## src/rtl/sample_scheduler_if.sv

```systemverilog
// Sample stream from the scheduler to a downstream sink (logger, DAC, UART bridge).
// One beat per channel; out_last marks the final channel of a frame.
interface sample_scheduler_if #(
  parameter int BITS = 16,
  parameter int CHW  = 2
);
  logic [BITS-1:0] out_data;
  logic [CHW-1:0]  out_chan;
  logic            out_last;
  logic            out_valid;
  logic            out_ready;

  modport master (output out_data, output out_chan, output out_last, output out_valid,
                  input out_ready);
  modport slave  (input out_data, input out_chan, input out_last, input out_valid,
                  output out_ready);
endinterface

```

## src/rtl/sample_scheduler.sv

```systemverilog
// Sample-rate strobe generator and multi-channel frame sequencer: snapshots all channels on
// each strobe and streams them out one beat per channel, for a programmed number of frames.
module sample_scheduler #(
  parameter int CLK_FREQ   = 50000000,
  parameter int SAMPLERATE = 6400,
  parameter int BITS       = 16,
  parameter int CHANNELS   = 4,
  parameter int ROWS       = 64000,
  localparam int CHW       = (CHANNELS > 1) ? $clog2(CHANNELS) : 1,
  localparam int RW        = $clog2(ROWS + 1)
) (
  input  logic                     clk,
  input  logic                     rst,
  input  logic                     start,
  input  logic [BITS*CHANNELS-1:0] in_data,
  output logic                     tick,
  output logic                     busy,
  output logic                     done,
  output logic                     overrun,
  output logic [RW-1:0]            row_count,
  sample_scheduler_if.master       stream
);

  localparam int ACC_W = $clog2(CLK_FREQ + SAMPLERATE);
  localparam logic [ACC_W-1:0] SR_W    = ACC_W'(SAMPLERATE);
  localparam logic [ACC_W-1:0] CF_W    = ACC_W'(CLK_FREQ);
  localparam logic [CHW-1:0]   LAST_CH = CHW'(CHANNELS - 1);
  localparam logic [RW-1:0]    ROWS_W  = RW'(ROWS);

  typedef enum logic [1:0] {IDLE, WAIT_TICK, EMIT, DONE} state_t;

  state_t                   state, state_n;
  logic [ACC_W-1:0]         acc, acc_n, acc_sum;
  logic                     wrap, tick_n;
  logic [BITS*CHANNELS-1:0] snap, snap_n;
  logic [CHW-1:0]           ch, ch_n;
  logic                     valid, valid_n, last, last_n;
  logic [BITS-1:0]          data, data_n;
  logic                     busy_n, done_n, overrun_n;
  logic [RW-1:0]            row_n;

  always_comb begin
    // NOTE: every next-value variable is defaulted first so no path can infer a latch.
    state_n   = state;
    acc_n     = acc;
    tick_n    = 1'b0;
    snap_n    = snap;
    ch_n      = ch;
    valid_n   = valid;
    data_n    = data;
    last_n    = last;
    busy_n    = busy;
    done_n    = done;
    overrun_n = overrun;
    row_n     = row_count;
    acc_sum   = acc + SR_W;
    wrap      = (acc_sum >= CF_W);

    unique case (state)
      IDLE, DONE: begin
        if (start) begin
          state_n   = WAIT_TICK;
          acc_n     = '0;
          row_n     = '0;
          overrun_n = 1'b0;
          done_n    = 1'b0;
          busy_n    = 1'b1;
        end
      end
      WAIT_TICK: begin
        if (tick) begin
          snap_n  = in_data;
          ch_n    = '0;
          valid_n = 1'b1;
          state_n = EMIT;
        end
      end
      EMIT: begin
        // A strobe arriving mid-frame is dropped; only the sticky flag records it.
        if (tick) overrun_n = 1'b1;
        if (stream.out_ready) begin
          if (ch == LAST_CH) begin
            row_n   = row_count + 1'b1;
            valid_n = 1'b0;
            if (row_n == ROWS_W) begin
              state_n = DONE;
              busy_n  = 1'b0;
              done_n  = 1'b1;
            end else begin
              state_n = WAIT_TICK;
            end
          end else begin
            ch_n = ch + 1'b1;
          end
        end
      end
      default: state_n = IDLE;
    endcase

    // Phase accumulator: remainder is carried over, so the long-term rate is exact.
    if (busy && busy_n) begin
      tick_n = wrap;
      acc_n  = wrap ? (acc_sum - CF_W) : acc_sum;
    end

    if (valid_n) begin
      data_n = snap_n[BITS*int'(ch_n) +: BITS];
      last_n = (ch_n == LAST_CH);
    end else begin
      last_n = 1'b0;
    end
  end

  always_ff @(posedge clk) begin
    if (rst) begin
      state     <= IDLE;
      acc       <= '0;
      tick      <= 1'b0;
      ch        <= '0;
      valid     <= 1'b0;
      data      <= '0;
      last      <= 1'b0;
      busy      <= 1'b0;
      done      <= 1'b0;
      overrun   <= 1'b0;
      row_count <= '0;
    end else begin
      state     <= state_n;
      acc       <= acc_n;
      tick      <= tick_n;
      ch        <= ch_n;
      valid     <= valid_n;
      data      <= data_n;
      last      <= last_n;
      busy      <= busy_n;
      done      <= done_n;
      overrun   <= overrun_n;
      row_count <= row_n;
    end
  end

  // NOTE: the snapshot is pure data qualified by out_valid, so it is deliberately not reset.
  always_ff @(posedge clk) snap <= snap_n;

  assign stream.out_data  = data;
  assign stream.out_chan  = ch;
  assign stream.out_last  = last;
  assign stream.out_valid = valid;

endmodule
```

## src/flat_wrapper.sv

```systemverilog
// flat-port wrapper written by rule: the top's interface ports become plain ports
module sample_scheduler_flat 
#(
  parameter int CLK_FREQ   = 50000000,
  parameter int SAMPLERATE = 6400,
  parameter int BITS       = 16,
  parameter int CHANNELS   = 4,
  parameter int ROWS       = 64000,
  localparam int CHW       = (CHANNELS > 1) ? $clog2(CHANNELS) : 1,
  localparam int RW        = $clog2(ROWS + 1)
)
  (clk, rst, start, in_data, tick, busy, done, overrun, row_count, stream_out_data, stream_out_chan, stream_out_last, stream_out_valid, stream_out_ready);
  sample_scheduler_if #(.BITS(BITS)) stream_i ();
  input  logic clk;
  input  logic rst;
  input  logic start;
  input  logic [BITS*CHANNELS-1:0] in_data;
  output logic tick;
  output logic busy;
  output logic done;
  output logic overrun;
  output logic [RW-1:0] row_count;
  output wire logic [$bits(stream_i.out_data)-1:0] stream_out_data;
  output wire logic [$bits(stream_i.out_chan)-1:0] stream_out_chan;
  output wire logic [$bits(stream_i.out_last)-1:0] stream_out_last;
  output wire logic [$bits(stream_i.out_valid)-1:0] stream_out_valid;
  input wire logic [$bits(stream_i.out_ready)-1:0] stream_out_ready;
  assign stream_out_data = stream_i.out_data;
  assign stream_out_chan = stream_i.out_chan;
  assign stream_out_last = stream_i.out_last;
  assign stream_out_valid = stream_i.out_valid;
  assign stream_i.out_ready = stream_out_ready;
  sample_scheduler #(.CLK_FREQ(CLK_FREQ), .SAMPLERATE(SAMPLERATE), .BITS(BITS), .CHANNELS(CHANNELS), .ROWS(ROWS)) u_core (.clk(clk), .rst(rst), .start(start), .in_data(in_data), .tick(tick), .busy(busy), .done(done), .overrun(overrun), .row_count(row_count), .stream(stream_i));
endmodule
```

## config.mk

```make
export PLATFORM = sky130hd
export DESIGN_NAME = sample_scheduler_flat
export DESIGN_NICKNAME = d
export VERILOG_FILES = /design/src/rtl/sample_scheduler_if.sv /design/src/rtl/sample_scheduler.sv /design/src/flat_wrapper.sv
export SDC_FILE = /design/constraint.sdc
export NUM_CORES = 1
export LEC_CHECK = 0
export CORE_MARGIN = 1.5
export CORE_UTILIZATION = 53
export DETAILED_ROUTE_END_ITERATION = 10
export PLACE_DENSITY_LB_ADDON = 0.2
export SLEW_MARGIN = 0
export SYNTH_ARGS = -nofsm -noshare
export SYNTH_HDL_FRONTEND = slang
export SYNTH_SLANG_ARGS = --single-unit
export TNS_END_PERCENT = 10
```

## constraint.sdc

```tcl
create_clock -name clk -period 4.1 [get_ports clk]
set_input_delay 0.615 -clock clk [delete_from_list [all_inputs] [get_ports clk]]
set_output_delay 0.615 -clock clk [all_outputs]
set_load 0.02 [all_outputs]
```

Word-level counts from Yosys, hierarchy flattened. Cells that the tools add are included. W data, S select, Z words.

Add/sub/neg operators: 4. Magnitude comparators: 1. Equality and inequality tests: 12. Shift operators: 1. Mux-type cells: 36. Bitwise gates (word level): 2. Reductions and logical operators: 13.

Operators with widths (count): $mux W64 (2); $mux W26 (4); $shiftx A64 B7 Y16 (1); $mux W16 (3); $pmux W16 S2 (1); $add A26 B13 Y26 const B (1); $ge A26 B26 Y1 const B (1); $sub A26 B26 Y26 const B (1); $add A16 B1 Y16 const B (1); $eq A16 B16 Y1 const B (1); $mux W2 (8); $mux W1 (12); $eq A2 B2 Y1 const B (4); $ne A2 B1 Y1 const B (4); $pmux W1 S2 (4); $reduce_and A4 Y1 (2); $pmux W2 S3 (1); $reduce_bool A2 Y1 (3); $reduce_or A2 Y1 (3); $reduce_and A5 Y1 (1); $ne A2 B2 Y1 const B (2); $pmux W2 S2 (1); $reduce_and A3 Y1 (1); $add A2 B1 Y2 const B (1); 5 further kinds (6).

Flip-flop bits (word level): 132. Bits of input ports: 68. Output and inout port bits: 40. Word-level logic and storage cells: 81.

Logic depth before layout (Yosys ltp). Gate-level depths: netlist (run 1).

Word-level depth: 9. Depth in mapped cells: 11. Depth with buffers taken out: 9.

Worst setup path before layout (run 1). No wires, ideal clock.

Path type: register to register. From: reg u_core.acc[8]. To: reg u_core.acc[13]. Setup time: 0.117 ns. Arrival: 2.897 ns. Path slack: 1.086 ns. Cell stages (with the launch flop): 10. Buffers on the path: 0. Path through: dfxtp_1 -> ha_1 -> a211oi_4 -> and4_1 -> o2111ai_1 -> a211o_1 -> o41ai_2 -> nand4_1 -> a21o_1 -> a32o_1.

Word-level cells in the longest chain between the ends: 4. Elaborated cells between the ends (all ways): 5. Classes of those cells: 2 x add/sub; 1 x order compare; 2 x mux.

Ends and longest elaborated chain: start, declared (line sample_scheduler.sv:33) `logic [ACC_W-1:0] acc, acc_n, acc_sum;`; start signal, assigned (line sample_scheduler.sv:129) `acc <= acc_n;`; $add A26 B13 Y26 (*) (line sample_scheduler.sv:56) `acc_sum = acc + SR_W;`; $sub A26 B26 Y26 or $ge A26 B26 Y1 (tied branches) (line sample_scheduler.sv:103, sample_scheduler.sv:57); $mux W26 (*) (line sample_scheduler.sv:103) `acc_n = wrap ? (acc_sum - CF_W) : acc_sum;`; $mux W26 (*) (line sample_scheduler.sv:101) `if (busy && busy_n) begin`.

Every way passes the cells marked *; elsewhere a longest branch is shown, timed or not. A chain may end at the register's enable or synchronous reset.

Worst setup path in the final report (run 1).
From: reg u_core.acc[13]. To: reg u_core.acc[10].

Word-level cells in the longest chain between the ends: 4.

Ends and longest elaborated chain: $add A26 B13 Y26 (line sample_scheduler.sv:56); $ge A26 B26 Y1 (line sample_scheduler.sv:57) `wrap = (acc_sum >= CF_W);`; $mux W26 (line sample_scheduler.sv:103); $mux W26 (line sample_scheduler.sv:101).

No other way between the ends.

==> results of run 1 <==
-- synthesized netlist by cell type (all sizes together) (2+ instances only) --
master     n  area [um^2]
and3       7         43.8
a21boi     2         15.0
a311oi     2         23.8
ha         7         87.6
nand2b     2         12.5
and4       3         26.3
a32o       3         30.0
mux2      81          912
nor3      24          125
a22o       7         61.3
nor2b      3         18.8
xnor2     11         96.3
nor4       8         56.3
nand3     21          105
o2111ai    3         26.3
mux2i     33          330
clkbuf    30          113
nand3b     3         22.5
xor2       9         78.8
o22ai      2         12.5
and2       8         50.1
a21oi     42          214
o211ai     2         15.0
buf       11         76.3
a22oi      3         22.5
o21ai     16         80.1
a211oi    25          210
nand2     49          184
and3b      3         26.3
inv       17         63.8
a211o      2         17.5
nand4      8         56.3
nor2      53          199
or4        3         26.3
or3        8         50.1
dfxtp    125         2500
a21o       3         22.5
o31ai      3         22.5
-- worst min-delay path by stage --
| stage | end | cells after the start | startpoint | slack, ns |
|---|---|---|---|---|
| 2_1_floorplan | u_core.acc[25] | 2 | u_core.acc[25] | 0.45 |
| 3_3_place_gp | u_core.snap[31] | 1 | u_core.snap[31] | 0.45 |
| 3_5_place_dp | u_core.acc[25] | 2 | u_core.acc[25] | 0.46 |
| 4_1_cts | u_core.acc[25] | 2 | u_core.acc[25] | 0.47 |
| 5_1_grt | u_core.acc[25] | 2 | u_core.acc[25] | 0.48 |
| 6_report | u_core.acc[25] | 2 | u_core.acc[25] | 0.46 |
-- critical path: cells and delay by family (launching register included) --
kind / cells / cell delay, ns
AOI/OAI and AO/OA: 5 / 2.13
DFF: 1 / 0.56
muxes: 1 / 0.12
and+or+nand+nor: 2 / 0.61
-- area by class of cell --
cell class | instances | area, um^2 | area share [%]
multi-input combinational | 477 | 3470 | 43.6
sequential | 125 | 2500 | 31.4
timing repair buffer | 113 | 1110 | 14.0
clock buffer | 22 | 474 | 5.96
tap | 143 | 179 | 2.25
clock inverter | 10 | 161 | 2.03
inverter | 17 | 63.8 | 0.802
-- kinds of logic (layout without fill, tap and decap cells) --
logic type,count (synthesis),in the layout,synth area share [%]
XOR/XNOR,20,20,2.82
adder cells (fa/ha/maj),7,7,1.41
flip-flops,125,125,40.3
buffers and inverters,58,162,4.07
AO/OA/AOI/OAI,129,129,14.7
AND/OR/NAND/NOR,207,207,16.7
multiplexers,114,114,20.0
-- routing by layer --
metal	vias up	track usage, %	share of wire, %
met3	29	9.35	8.3
li1	2593	-	-
met2	195	42.4	49
met1	2540	27.8	41
met4	0	10.1	1.8
met5	-	0	0
-- power by group --
part,internal [mW],switching (mW)
registers,1.26,0.0365
clock network,1.06,0.539
logic,0.173,0.179
total,2.50,0.754
-- flip-flops by register name (all words and copies together) (netlist names) --
| register | count |
|---|---|
| u_core.stream.out_chan | 2 |
| u_core.state | 2 |
| u_core.busy | 1 |
| u_core.stream.out_data | 16 |
| u_core.done | 1 |
| u_core.acc | 19 |
| u_core.overrun | 1 |
| u_core.tick | 1 |
| u_core.row_count | 16 |
| u_core.stream.out_last | 1 |
| u_core.stream.out_valid | 1 |
| u_core.snap | 64 |
==> metrics.md, run 1 <==
| Metric | Value |
|---|---|
| GR Util All Layers | `24.8%` |
| Crit path launch | `u_core.acc[13]` |
| Die area | `approximately 12,000 um^2` |
| Worst hold path class | `register to register` |
| Max-Cap Viols | `0` |
| Starting Density | `a little over half` |
| Post-CTS Resized | `0` |
| Power Dens Cells | `just over 400 nW/um^2` |
| Commonest non-fill, non-tap cells in the layout | `dfxtp_1, clkdlybuf4s50_1, mux2_2` |
| Worst slew pin tran | `just over 1 ns` |
| Antenna-violating nets left | `0` |
| Fillcell total | `roughly 880` |
| Clock Tree Buf Depth | `2` |
| Most common cell after layout, fill and taps aside | `dfxtp_1` |
| Share of cells above drive strength 1 | `between 10% and 20%` |
| Critical path data required time | `between 4 and 5 ns` |
| Post-Route WL | `approximately 15,000 um` |
| Ys async rst share | `0%` |
| CP max FO | `13` |
| Distinct cells, synth | `between 60 and 70` |
| Mapped cell area | `6210 um^2` |
| Row count | `39` |
| Clock root cell | `clkbuf_16` |
| CP Launch Type | `register` |
| Clock skew | `approximately 0.0072 ns` |
| Via count | `approximately 5.4k` |
| Routability congestion estimate | `around 0.9` |
| Hold_ws | `0.464 ns` |
| Final Max Slew Viols | `0` |
| DRC | `0` |
| Final Non-Filler Cells | `slightly above 900` |
| Slowest-stage cell, CP | `o41a_1` |
| Worst EP arrival | `approximately 3.8 ns` |
| CP Class | `register to register` |
| DPL Wire Length | `10,200 um` |
| Largest net degree at the start of global routing | `50` |
| Area grow syn2layout | `28.2%` |
| CTS Sinks | `around 130` |
| Final setup vio count | `0` |
| Endpoint class of the critical path | `register` |
| Worst-skew pair later-pin latency | `~0.42 ns` |
| Post-layout nets | `826` |
| Post-synth EDFFs | `0` |
| Worst slew margin | `about a third` |
| Die Height | `111 um` |
| Worst r2r src | `u_core.acc[13]` |
| Crit-path cells | `nand2_1 -> o31ai_1 -> a22oi_1 -> a211oi_2 -> o41a_1 -> o21ai_0 -> or3_1 -> mux2i_1` |
| Core Box Area | `11,400 um^2` |
| Min Tclk post-route | `around 3.5 ns` |
| Crit-path max cell delay | `0.62 ns` |
| Reg clk slew, reported paths | `0.05 ns` |
| Finished Core Util | `69.7%` |
| CTS tree | `built` |
| Top-level I/O count | `108` |
| RSZ-0062 raised after global routing | `no` |
| Antenna diodes | `0` |
| IR drop worst, VDD | `about 0.00037 V` |
| CTS buffer count | `17` |
| Reg-to-reg endpoint | `u_core.acc[10]` |
| DP Cell Count | `~900` |
| Initial DRC Count | `around 270` |
| Final Worst Setup Slack | `a little over 0.6 ns` |
| Via/cell ratio | `5.91` |
| Register area share after synthesis | `40.3%` |
| H-tree levels | `4` |
| Pre-CTS setup slack | `0.691 ns` |
| Avg Cell Area, Syn | `around 9.4 um^2` |
| Setup repair bufs after CTS | `0` |
| Routed wire length per instance | `approximately 17 um` |
| Dpl cell area | `7320 um^2` |
| Critical Path End | `u_core.acc[10]` |
| Synth warnings | `0` |
| Initial antenna violation count | `0` |
| DR pass1 iterations | `6` |
| CTS Hold Bufs | `0` |
| Fin crit share | `between 80% and 90%` |
| R2R Setup Slk | `0.62 ns` |
| Status | `finished, final reports clean` |
| Post-route cell area | `7960 um^2` |
| Cells after synthesis | `660` |
| P_leak | `roughly 2.9 nW` |
| Die width | `approximately 110 um` |
| Final count of hold timing violations | `0` |
| Total power | `around 3.3 mW` |
| Worst-case reg-to-reg path depth | `8` |
| Input/output buffers | `between 100 and 150` |
| First-pass GRT wire length | `~25,000 um` |
| Synth Flop Type | `dfxtp_1` |
| GRT Residual Overflow | `0` |
| Post-synthesis sequential element count | `125` |
| Mapped Nets | `735` |
| Vias in the first global route | `between 5k and 6k` |
| Sum Neg Setup Slack | `0 ns` |
| Peak Freq | `0.287 GHz` |
Power figures use the tool's default switching activity.
==> run 2: changes to the inputs <==
--- a/config.mk
+++ b/config.mk
@@ -6,7 +6,7 @@
 export NUM_CORES = 1
 export LEC_CHECK = 0
 export CORE_MARGIN = 1.5
-export CORE_UTILIZATION = 53
+export CORE_UTILIZATION = 48
 export DETAILED_ROUTE_END_ITERATION = 10
 export PLACE_DENSITY_LB_ADDON = 0.2
 export SLEW_MARGIN = 0
==> constraint.sdc (replaced) <==
create_clock -name clk -period 3.14 [get_ports clk]
set_input_delay 0.471 -clock clk [delete_from_list [all_inputs] [get_ports clk]]
set_output_delay 0.471 -clock clk [all_outputs]
set_load 0.02 [all_outputs]
==> run 2 against run 1 <==
Design area grew 2.9%; global-route usage is 1.1 points lower; first-iteration DRC count grew 4.8%; wire length grew 3.0%; sequential power increased by 29%; clock-buffer cell count down 2; combinational power rose by 55%; core utilization down 4.8 points; setup slack got worse by 0.43 ns; critical path type unchanged.
==> metrics.md, run 2 (synthesis results as in run 1) <==
| Metric | Value |
|---|---|
| Sum Neg Setup Slack | `0 ns` |
| Crit-path cells | `a311oi_2 -> or4_4 -> a22oi_1 -> a211oi_2 -> buf_4 -> o41a_1 -> buf_4 -> nor3_1 -> a211o_1 -> o211ai_1` |
| GR Util All Layers | `a little under a quarter` |
| Antenna-violating nets left | `0` |
| Routed wire length per instance | `16.2 um` |
| Reg-to-reg endpoint | `u_core.acc[14]` |
| GRT Residual Overflow | `0` |
| Clock power frac | `between 40% and 50%` |
| Worst slew pin tran | `between 0.7 and 0.8 ns` |
| Endpoint class of the critical path | `register` |
| RSZ-0062 raised after global routing | `no` |
| P_leak | `about 3.0 nW` |
| Clock root cell | `clkbuf_16` |
| Crit-path most repeated cell | `buf_4` |
| Largest net degree at the start of global routing | `66` |
| Die width | `roughly 120 um` |
| Pre-CTS setup slack | `roughly 0.047 ns` |
| Most flops, register | `u_core.snap` |
| Hold Path Cell Cnt | `2` |
| Crit-path max cell delay | `0.48 ns` |
| Buf/Inv on CP | `2` |
| Worst-skew pair later-pin latency | `roughly 0.42 ns` |
| Critical path's top delay family | `compound AO/OA/AOI/OAI gates` |
| CP Class | `register to register` |
| Max reg flops | `64` |
| H-tree levels | `4` |
| Starting Density | `slightly below 50%` |
| Post-Route WL | `around 16,000 um` |
| Final count of hold timing violations | `0` |
| Vias in the first global route | `approximately 5.2k` |
| Worst-case reg-to-reg path depth | `10` |
| CTS buffer count | `17` |
| Slowest-stage cell, CP | `dfxtp_1` |
| First-pass GRT wire length | `around 25,000 um` |
| Net Sw Power | `roughly 1.0 mW` |
| Clock skew | `a little over 0.005 ns` |
| CP max FO | `10` |
| DR pass1 iterations | `5` |
| Hold_ws | `0.467 ns` |
| IR drop worst, VDD | `around 0.00035 V` |
| R2R Setup Slk | `just under 0.2 ns` |
| Area grow syn2layout | `31.9%` |
| CTS tree | `built` |
| Power Dens Cells | `521 nW/um^2` |
| Share of cells above drive strength 1 | `between 20% and 30%` |
| Row count | `between 40 and 50` |
| Sequential power share | `between 30% and 40%` |
| Reg clk slew, reported paths | `about 0.050 ns` |
| Fin crit share | `a little over nine tenths` |
| Most common cell after layout, fill and taps aside | `dfxtp_1` |
| Routability congestion estimate | `about 0.85` |
| Input/output buffers | `approximately 110` |
| Worst Hold Endpoint | `u_core.acc[25]` |
| CP Launch Type | `register` |
| Clock Tree Buf Depth | `2` |
| Final Max Slew Viols | `0` |
| Combinational power share | `12.7%` |
| Via/cell ratio | `5.65` |
| Die area | `between 10,000 and 15,000 um^2` |
| Hold path startpoint | `u_core.acc[25]` |
| DPL Wire Length | `10,700 um` |
| Status | `finished, final reports clean` |
| Final setup vio count | `0` |
| Core Box Area | `~13,000 um^2` |
| Worst slew margin | `a little under 50%` |
| Post-layout nets | `850` |
| Largest regs | `u_core.snap: 64 flops, u_core.acc: 19 flops` |
| Worst EP arrival | `between 3 and 4 ns` |
| Finished Core Util | `between 60 and 70%` |
| Antenna diodes | `0` |
| Initial antenna violation count | `0` |
| Peak Freq | `~0.34 GHz` |
| Switching share of power | `23.6%` |
| CTS Sinks | `125` |
| Worst r2r src | `u_core.acc[10]` |
| Fillcell total | `between 1k and 1.5k` |
| Top-level I/O count | `108` |
| Die Height | `about 120 um` |
| Via count | `between 5k and 6k` |
| Critical path data required time | `3.44 ns` |
| Initial DRC Count | `284` |
| Max-Cap Viols | `0` |
| DRC | `0` |
| Worst hold path class | `register to register` |
| Int Pwr | `approximately 3.3 mW` |
| Total power | `around 4.3 mW` |
| Final Worst Setup Slack | `about 0.19 ns` |
| Commonest non-fill, non-tap cells in the layout | `dfxtp_1, clkdlybuf4s50_1, mux2_2` |
| Min Tclk post-route | `slightly below 3 ns` |
==> run 2: worst max-delay path by stage <==
stage	slack [ns]	from	end	cells past startpoint
2_1_floorplan	0.13	u_core.acc[8]	u_core.acc[13]	9
3_3_place_gp	0.14	u_core.acc[8]	u_core.acc[13]	10
3_5_place_dp	0.05	u_core.acc[8]	u_core.acc[16]	11
4_1_cts	0.02	u_core.acc[8]	u_core.acc[16]	11
5_1_grt	0.009	u_core.acc[9]	u_core.acc[14]	11
6_report	0.19	u_core.acc[10]	u_core.acc[14]	10
==> run 2: through the flow <==
stage                     std cells  cell area [um^2]
after floorplan                 660              6210
after global placement          927              7560
after detailed placement        927              7560
after CTS                       958              8170
after global routing            959              8190
final                           959              8190
==> run 2: routing by layer <==
layer  track usage [%]  vias up  share of wire [%]
met3              8.20       17                7.1
met2              39.6      172                 49
met4              8.11        0                1.6
li1                  -     2636                  -
met5                 0        -                  0
met1              28.6     2598                 43
==> run 2: final cells by class <==
type                            instances  area (um^2)  area share [%]
Sequential cell                       125         2500            30.6
Clock inverter                         11          168            2.05
Inverter                               17         63.8           0.779
Timing Repair Buffer                  137         1320            16.1
Tap cell                              172          215            2.63
Clock buffer                           20          447            5.46
Multi-Input combinational cell        477         3470            42.4
==> run 2: power by group through the flow <==
stage / Clock, mW / Sequential [mW] / Combinational, mW
2_1_floorplan: 0 / 1.70 / 0.316
6_report: 2.05 / 1.68 / 0.543
3_5_place_dp: 0 / 1.71 / 0.523
4_1_cts: 2.08 / 1.68 / 0.530
3_3_place_gp: 0 / 1.71 / 0.512
5_1_grt: 2.16 / 1.68 / 0.590
==> run 2: tightest hold or removal path: stages (launching register included) <==
cell and delay [ns]:
dfxtp_1 0.31, nand3_1 0.06, a21oi_1 0.05
==> run 2: what timing repair did <==
| item | 4_1_cts | 5_1_grt |
|---|---|---|
| hold buffers | 0 | 0 |
| buffers inserted | 0 | 1 |
| gates resized for setup | 0 | 2 |
| endpoints found under the setup margin | 0 | 15 |
==> run 3: changes to the inputs <==
--- a/config.mk
+++ b/config.mk
@@ -8,6 +8,7 @@
 export CORE_MARGIN = 1.5
 export CORE_UTILIZATION = 48
 export DETAILED_ROUTE_END_ITERATION = 10
+export GPL_ROUTABILITY_DRIVEN = 0
 export PLACE_DENSITY_LB_ADDON = 0.2
 export SLEW_MARGIN = 0
 export SYNTH_ARGS = -nofsm -noshare
==> run 3 against run 2 <==
Critical path depth up 2; combinational power about the same; core utilization up 0.22 points; die area unchanged; sequential share of layout area down 0.10 points; maximum frequency down 2.3%; via count down 0.57%; design area up 0.34%; clock power about the same; critical path type unchanged; largest cell class unchanged; largest power group unchanged.
==> metrics.md, run 3 (synthesis results as in run 1) <==
| Metric | Value |
|---|---|
| Initial DRC Count | `300` |
| P_leak | `between 2 and 3 nW` |
| Post-Route WL | `between 15,000 and 20,000 um` |
| Input/output buffers | `107` |
| Worst slew pin tran | `roughly 0.73 ns` |
| Worst slew margin | `50.9%` |
| Final count of hold timing violations | `0` |
| Die width | `roughly 120 um` |
| IR drop worst, VDD | `0.000353 V` |
| CP Launch Type | `register` |
| Power Dens Cells | `slightly above 500 nW/um^2` |
| Area grow syn2layout | `32.3%` |
| Row count | `41` |
| Fin crit share | `a little over nine tenths` |
| Largest regs | `u_core.snap: 64 flops, u_core.acc: 19 flops` |
| Reg clk slew, reported paths | `0.06 ns` |
| Peak Freq | `0.332 GHz` |
| Top-level I/O count | `108` |
| Critical path data required time | `3.45 ns` |
| Via/cell ratio | `around 5.6` |
| H-tree levels | `4` |
| Finished Core Util | `65.1%` |
| Max-Cap Viols | `0` |
| Worst hold path class | `input port to register` |
| Worst EP arrival | `3.33 ns` |
| Clock root cell | `clkbuf_16` |
| DR pass1 iterations | `5` |
| Most common cell after layout, fill and taps aside | `dfxtp_1` |
| Starting Density | `49.2%` |
| Routed wire length per instance | `roughly 16 um` |
| Share of cells above drive strength 1 | `21.2%` |
| CTS tree | `built` |
| Max reg flops | `64` |
| GRT Residual Overflow | `0` |
| DRC | `0` |
| Sum Neg Setup Slack | `0 ns` |
| Vias in the first global route | `approximately 5.2k` |
| Antenna-violating nets left | `0` |
| Largest net degree at the start of global routing | `between 60 and 70` |
| Clock skew | `around 0.0095 ns` |
| Most flops, register | `u_core.snap` |
| Commonest non-fill, non-tap cells in the layout | `dfxtp_1, clkdlybuf4s50_1, mux2_2` |
| Die area | `around 14,000 um^2` |
| Via count | `approximately 5.4k` |
| CTS Sinks | `125` |
| First-pass GRT wire length | `24,800 um` |
| Min Tclk post-route | `roughly 3.0 ns` |
| Worst-skew pair later-pin latency | `between 0.4 and 0.5 ns` |
| Fillcell total | `around 1.1k` |
| Post-layout nets | `about 850` |
| Final setup vio count | `0` |
| DPL Wire Length | `10,600 um` |
| Die Height | `between 100 and 150 um` |
| Antenna diodes | `0` |
| Core Box Area | `about 13,000 um^2` |
| Clock Tree Buf Depth | `2` |
| RSZ-0062 raised after global routing | `yes` |
| Endpoint class of the critical path | `register` |
| Status | `finished, final reports clean` |
| Final Max Slew Viols | `0` |
| GR Util All Layers | `23.3%` |
| CP max FO | `10` |
| CTS buffer count | `17` |
| Initial antenna violation count | `0` |
| CP Class | `register to register` |
[run 3: layout make-up]
| cell class | instances | area, um^2 | area share [%] |
|---|---|---|---|
| clock buffer | 20 | 457 | 5.56 |
| clock inverter | 12 | 161 | 1.96 |
| inverter | 17 | 63.8 | 0.777 |
| multi-input combinational | 477 | 3500 | 42.7 |
| sequential | 125 | 2500 | 30.5 |
| tap | 172 | 215 | 2.62 |
| timing repair buffer | 138 | 1310 | 16.0 |
[run 3: path summary, 6_finish.rpt]
check,from,endpoint,slack [ns],cells after the start
worst max register to register,u_core.acc[8],u_core.acc[13],0.12,12
worst max-delay path,u_core.acc[8],u_core.acc[13],0.12,12
worst min-delay path,rst,u_core.state[0],0.42,2
worst min register to register,u_core.snap[38],u_core.snap[38],0.47,1
[run 3: repair_timing]
item / 4_1_cts / 5_1_grt
hold buffers: 0 / 0
setup endpoints to repair: 0 / 14
gates resized for setup: 0 / 7
buffers inserted: 0 / 2
[run 3: routing by layer]
layer | share of wire (%) | GRT usage [%] | up-vias | routed length, um
li1 | - | - | 2640 | -
met1 | 44 | 28.6 | 2569 | 6690
met2 | 48 | 38.0 | 167 | 7240
met3 | 7.1 | 7.01 | 16 | 1070
met4 | 1.2 | 9.88 | 0 | 189
met5 | 0 | 0 | - | 0
[run 3: power by group]
group | internal [mW] | switching, mW
Sequential | 1.65 | 0.0328
Clock | 1.30 | 0.742
Combinational | 0.277 | 0.265
[run 3: worst max-delay path: stages, from the launching register on]
cell and delay, ns:
dfxtp_1 0.35, ha_2 0.27, a211oi_4 0.12, buf_4 0.16, or3_1 0.38, a22oi_2 0.22, a211oi_2 0.07, buf_4 0.17
o41a_1 0.45, buf_4 0.20, o21ai_1 0.17, nand3_1 0.09, a32o_1 0.24
[run 3: stage by stage]
stage | hold slack [ns] | power, mW | area [um^2] | setup slack (ns) | instances
after floorplan | 0.448 | 2.01 | 6210 | 0.126 | 660
after global placement | 0.455 | 2.21 | 7540 | 0.126 | 927
after detailed placement | 0.457 | 2.22 | 7540 | 0.0405 | 927
after CTS | 0.402 | 4.26 | 8160 | 0.000486 | 959
after global routing | 0.429 | 4.42 | 8210 | -0.0229 | 961
final | 0.420 | 4.26 | 8210 | 0.125 | 961
